[src/rtl/irq_pkg.sv]
// Shared definitions for the interrupt controller: dispatch FSM states and
// default widths shared with the priority tree and pending/priority registers.
package irq_pkg;

   localparam int unsigned TREE_WIDTH_DEF = 8;
   localparam int unsigned PRIO_WIDTH_DEF = 8;

   typedef enum logic [0:0] {
      IDLE  = 1'b0,
      OFFER = 1'b1
   } dispatch_state_e;

endpackage

[src/rtl/prio_stack.sv]
// LIFO of active handler priority levels. A push and a pop in the same cycle
// replaces the top entry (pop first, then push).
module prio_stack
   import irq_pkg::*;
#(
   parameter int unsigned Depth = 4,
   parameter int unsigned Width = PRIO_WIDTH_DEF,
   localparam int unsigned SpWidth = $clog2(Depth + 1)
) (
   input  logic               clk,
   input  logic               reset,
   input  logic               push,
   input  logic               pop,
   input  logic [Width-1:0]   push_data,
   output logic [Width-1:0]   top,
   output logic [SpWidth-1:0] depth,
   output logic               full,
   output logic               empty
);

   localparam int unsigned AddrWidth = (Depth > 1) ? $clog2(Depth) : 1;

   logic [Width-1:0]     mem [Depth];
   logic [SpWidth-1:0]   sp;
   logic                 do_pop;
   logic                 do_push;
   logic [AddrWidth-1:0] top_addr;
   logic [AddrWidth-1:0] push_addr;

   assign empty     = (sp == SpWidth'(0));
   assign full      = (sp == SpWidth'(Depth));
   assign do_pop    = pop && !empty;
   assign do_push   = push && (!full || do_pop);
   assign top_addr  = AddrWidth'(sp - SpWidth'(1));
   assign push_addr = do_pop ? top_addr : AddrWidth'(sp);
   assign top       = empty ? '0 : mem[top_addr];
   assign depth     = sp;

   always_ff @(posedge clk) begin
      if (reset) begin
         sp <= '0;
      end else begin
         sp <= sp + SpWidth'(do_push) - SpWidth'(do_pop);
      end
   end

   // Storage carries no reset; entries above sp are never observed.
   always_ff @(posedge clk) begin
      if (do_push) begin
         mem[push_addr] <= push_data;
      end
   end

endmodule

[src/rtl/irq_dispatch.sv]
// Dispatch stage after the max-select priority tree: offers a strictly
// higher-priority winner to the core and tracks nested handler levels.
module irq_dispatch
   import irq_pkg::*;
#(
   parameter int unsigned TreeWidth  = TREE_WIDTH_DEF,
   parameter int unsigned PrioWidth  = PRIO_WIDTH_DEF,
   parameter int unsigned StackDepth = 4,
   localparam int unsigned IdxWidth  = $clog2(TreeWidth),
   localparam int unsigned SpWidth   = $clog2(StackDepth + 1)
) (
   input  logic                 clk,
   input  logic                 reset,
   input  logic [IdxWidth-1:0]  winner_id,
   input  logic [PrioWidth-1:0] winner_prio,
   output logic                 req_valid,
   output logic [IdxWidth-1:0]  req_id,
   output logic [PrioWidth-1:0] req_prio,
   input  logic                 req_ready,
   input  logic                 ret,
   output logic                 clr_valid,
   output logic [IdxWidth-1:0]  clr_id,
   output logic [PrioWidth-1:0] cur_prio,
   output logic [SpWidth-1:0]   depth
);

   dispatch_state_e state;
   dispatch_state_e next_state;
   logic            load_req;
   logic            xfer;
   logic            stk_full;
   logic            stk_empty;

   prio_stack #(
      .Depth (StackDepth),
      .Width (PrioWidth)
   ) u_stack (
      .clk       (clk),
      .reset     (reset),
      .push      (xfer),
      .pop       (ret && !stk_empty),
      .push_data (req_prio),
      .top       (cur_prio),
      .depth     (depth),
      .full      (stk_full),
      .empty     (stk_empty)
   );

   // Strict compare also blocks a re-offer of the just-cleared source,
   // whose priority equals the new running level.
   always_comb begin
      next_state = state;
      load_req   = 1'b0;
      xfer       = 1'b0;
      case (state)
         IDLE: begin
            if ((winner_prio > cur_prio) && !stk_full) begin
               load_req   = 1'b1;
               next_state = OFFER;
            end
         end
         OFFER: begin
            if (req_ready) begin
               xfer       = 1'b1;
               next_state = IDLE;
            end
         end
         default: next_state = IDLE;
      endcase
   end

   always_ff @(posedge clk) begin
      if (reset) begin
         state     <= IDLE;
         req_valid <= 1'b0;
         req_id    <= '0;
         req_prio  <= '0;
         clr_valid <= 1'b0;
         clr_id    <= '0;
      end else begin
         state     <= next_state;
         req_valid <= (next_state == OFFER);
         clr_valid <= xfer;
         if (load_req) begin
            req_id   <= winner_id;
            req_prio <= winner_prio;
         end
         if (xfer) begin
            clr_id <= req_id;
         end
      end
   end

endmodule

[config.mk]
export PLATFORM = sky130hd
export DESIGN_NAME = irq_dispatch
export DESIGN_NICKNAME = d
export VERILOG_FILES = /design/src/rtl/irq_pkg.sv /design/src/rtl/prio_stack.sv /design/src/rtl/irq_dispatch.sv
export SDC_FILE = /design/constraint.sdc
export NUM_CORES = 1
export LEC_CHECK = 0
export ABC_CLOCK_PERIOD_IN_PS = 6020
export CAP_MARGIN = 30
export CORE_ASPECT_RATIO = 1.25
export CORE_UTILIZATION = 45
export CTS_CLUSTER_DIAMETER = 50
export DETAILED_ROUTE_END_ITERATION = 12
export PLACE_DENSITY = 0.7
export SLEW_MARGIN = 40
export SYNTH_ARGS = -nofsm -noshare
export SYNTH_HDL_FRONTEND = slang
export SYNTH_HIERARCHICAL = 1
export SYNTH_SLANG_ARGS = --single-unit
[constraint.sdc]
create_clock -name clk -period 6.02 [get_ports clk]
set_input_delay 1.806 -clock clk [delete_from_list [all_inputs] [get_ports clk]]
set_output_delay 1.806 -clock clk [all_outputs]
set_load 0.05 [all_outputs]
==> impl_results.md <==
* Sequential Area at around 0.0013 mm²
* Synth Area in Compound Gates at 0.0440
* CTS Root Cell: clkbuf_8
* Initial antenna violation count at 0
* Post-route DRC at 0
* Netlist cell types at 32
* Port bufs at between 40 and 50
* Largest family of logic cells by synthesized area: simple AND/OR/NAND/NOR gates
* Final hold viol count at 0
* Sequential share of the synthesized area at 0.568
* Post-synthesis simple-gate area fraction at 0.151
* # hold bufs at CTS at 0
* Max-Cap Viols at 0
* Fillcell total at roughly 440
* Unrepaired setup endpoints after global routing: false
* Leak pwr at 1.06 nW
* Slew at the pin with the worst max-slew slack at a little under 0.7 ns
* CTS Buffer Depth at 2
* Pwr dens at about 560 mW/mm²
* Remaining Overflow, GRT at 0
* Critical path endpoint category: output port
* Max FO, Critical Path at 13
* Max-slew violation count at 0
* Post-synthesis net count at 210
* Min-delay worst type: flip-flop to flip-flop
* Synth Warn # at 6
* Max transition margin at 0.537
* Critical Path Source Type: flip-flop
* Worst Hold Path Cells at 2
* Nets at 253
* Crit path kind: flip-flop to output port
* IO Pins at 42
* Mapped Cells at between 150 and 200
* Max VDD drop at approximately 0.31 mV
* Vias per inst at ~5.2
* Setup Fix Bufs, Post-CTS at 0
* H-tree depth at 2
* Final setup vio count at 0
* Commonest non-fill, non-tap cell in the layout: clkdlybuf4s50_1
* Initial DRT Pass Iterations at 4
* N_diodes at 0
* CP Buf/Inv Count at 2
* Area growth, synth to finish at 25.0%
* Crit path DAT at roughly 3.0 ns
* Final WL at around 4400 µm
* Clock Sinks at 51
* CP cell instances: inv_1 > ha_1 > mux4_2 > and2_1 > clkdlybuf4s50_1
* Status: finished, final reports clean
* Core Region at between 0.005 and 0.006 mm²
* Initial Utilization at 0.468
* Syn avg cell area at ~13 µm²
* CP required at 4.21 ns
* Worst r2r path cells at 11
* Xor/xnor share of the synthesized area at 0.00371
* Violation count after the first detailed-routing iteration at 46
* CP peak stage delay at 0.78 ns
* CTS tree: built
* Layout Skew at between 0.005 and 0.006 ns
* Row count at 29
* CTS clock-pin slew for the worst setup and hold paths at about 0.090 ns
* Fin crit share at 0.800
* Fmax at between 0.2 and 0.25 GHz
* Most frequent cells in the layout: 40 x clkdlybuf4s50_1, 32 x edfxtp_1, 24 x nand2b_1, 19 x dfxtp_1, 15 x inv_1
* WP depth at 5
* Wire per inst at ~15 µm
* Largest net degree at the start of global routing at 31
* Mux cell area share after synthesis at 0.129
* Post-DRT Antenna Nets at 0
* GP Congestion at ~0.71
* CTS-repair resized insts at 0
* Detail Placement HPWL at a little over 3000 µm
* Clk Latency, worst-skew pair at 0.30 ns
* Via count of the first global-routing pass at 1479
* Crit-path slowest cell: dfxtp_1
* Post-layout min period at ~4.8 ns
* First-pass GRT wire length at ~7300 µm
* TritonCTS Buffers at 5
* Layout Cells excl Fill at 290
* Reg2reg setup slack at 2.41 ns
* Dpl cells at 282
* Seq cells post-synth at 51
* Total GRT Usage at 0.179
* Mapped Area at roughly 0.0024 mm²
* Multi-input combinational cell area at around 930 µm²
* DR vias at between 1000 and 1500
* Setup tns final at 0 ns
* Die ar. at between 0.005 and 0.006 mm²
* Die X at approximately 67 µm
* Adder-Cell Fraction of Synth Area at 0.0615
* Die Y at 83.0 µm
* Worst path top cell family by delay: buffers and inverters
* Share of cells above drive strength 1 at 0.101
flip-flops by register name (all words and copies together) (netlist names):
name and cells:
clr_id 3, state 1, u_stack/mem 32, clr_valid 1
req_prio 8, req_id 3, u_stack/depth 3
tightest hold or removal path: cells and delay by family (launching register included):
| kind | cells | cell delay (ns) |
|---|---|---|
| compound gates | 1 | 0.05 |
| simple gates | 1 | 0.05 |
| flops | 1 | 0.32 |
metrics by stage:
step / area [µm²] / setup slack (ns) / hold slack, ns / power, mW / util
floorplan: 2360 / 2.17 / 0.673 / 1.16 / -
global placement: 2820 / 1.51 / 0.441 / 1.39 / 0.559
detailed placement: 2830 / 1.46 / 0.449 / 1.41 / 0.562
CTS: 2960 / 1.15 / 0.462 / 1.66 / 0.586
global route: 2950 / 0.986 / 0.504 / 1.73 / 0.585
finish: 2950 / 1.20 / 0.460 / 1.64 / 0.585
power by group:
group / internal [mW] / total (mW) / leakage, nW / switching (mW)
clock network: 0.137 / 0.244 / 0.0618 / 0.108
logic: 0.320 / 0.859 / 0.549 / 0.538
registers: 0.464 / 0.536 / 0.451 / 0.0721
final timing paths:
path                                             startpoint                        to
worst max register to register  u_stack/depth[0]$_SDFF_PP0_  req_prio[2]$_SDFFE_PP0P_
worst max-delay path            u_stack/depth[0]$_SDFF_PP0_               cur_prio[0]
worst min-delay path                 clr_id[1]$_SDFFE_PP0P_    clr_id[1]$_SDFFE_PP0P_
worst min register to register       clr_id[1]$_SDFFE_PP0P_    clr_id[1]$_SDFFE_PP0P_
cell usage after synthesis:
cell type | number | area, µm²
nor4_1 | 1 | 6.26
nand2_1 | 10 | 37.5
a32oi_1 | 2 | 17.5
and2_1 | 10 | 62.6
a21o_1 | 1 | 7.51
dfxtp_1 | 19 | 380
nand2b_1 | 24 | 150
nand4_1 | 2 | 12.5
edfxtp_1 | 32 | 961
nor2b_1 | 2 | 12.5
xor2_1 | 1 | 8.76
ha_1 | 10 | 125
a41o_1 | 1 | 10.0
a21oi_2 | 1 | 8.76
nor3_1 | 2 | 10.0
and2_2 | 1 | 7.51
nor4b_1 | 1 | 8.76
clkbuf_1 | 3 | 11.3
buf_2 | 2 | 10.0
nor3b_1 | 2 | 15.0
and2b_2 | 1 | 8.76
mux4_2 | 7 | 158
mux4_1 | 1 | 26.3
o21ai_1 | 1 | 5.00
buf_6 | 2 | 22.5
mux2i_1 | 12 | 120
nor2_1 | 5 | 18.8
o21ai_0 | 2 | 10.0
a21oi_1 | 9 | 45.0
inv_1 | 15 | 56.3
fa_1 | 1 | 20.0
or3_1 | 1 | 6.26
kinds of logic (layout without fill, tap and decap cells):
group,after synthesis,after routing
and+or+nand+nor,62,62
AOI/OAI and AO/OA,17,17
buffers and inverters,22,66
DFF,51,51
adders and majority gates,11,11
xor gates and xnor gates,1,1
muxes,20,20
cell type report:
cell class	instances	area share
sequential	51	0.455
tap	62	0.0263
timing repair buffer	43	0.142
clock inverter	2	0.0131
inverter	15	0.0191
clock buffer	6	0.0280
multi-input combinational	111	0.316
per-layer routing:
| layer | vias up | global-route usage | wire length, µm |
|---|---|---|---|
| met5 | - | 0 | 0 |
| met4 | 0 | 0.0464 | 32 |
| met3 | 4 | 0.0371 | 145 |
| met2 | 34 | 0.292 | 2270 |
| met1 | 720 | 0.239 | 1930 |
| li1 | 736 | - | - |
(Power assumes the default switching activity.)
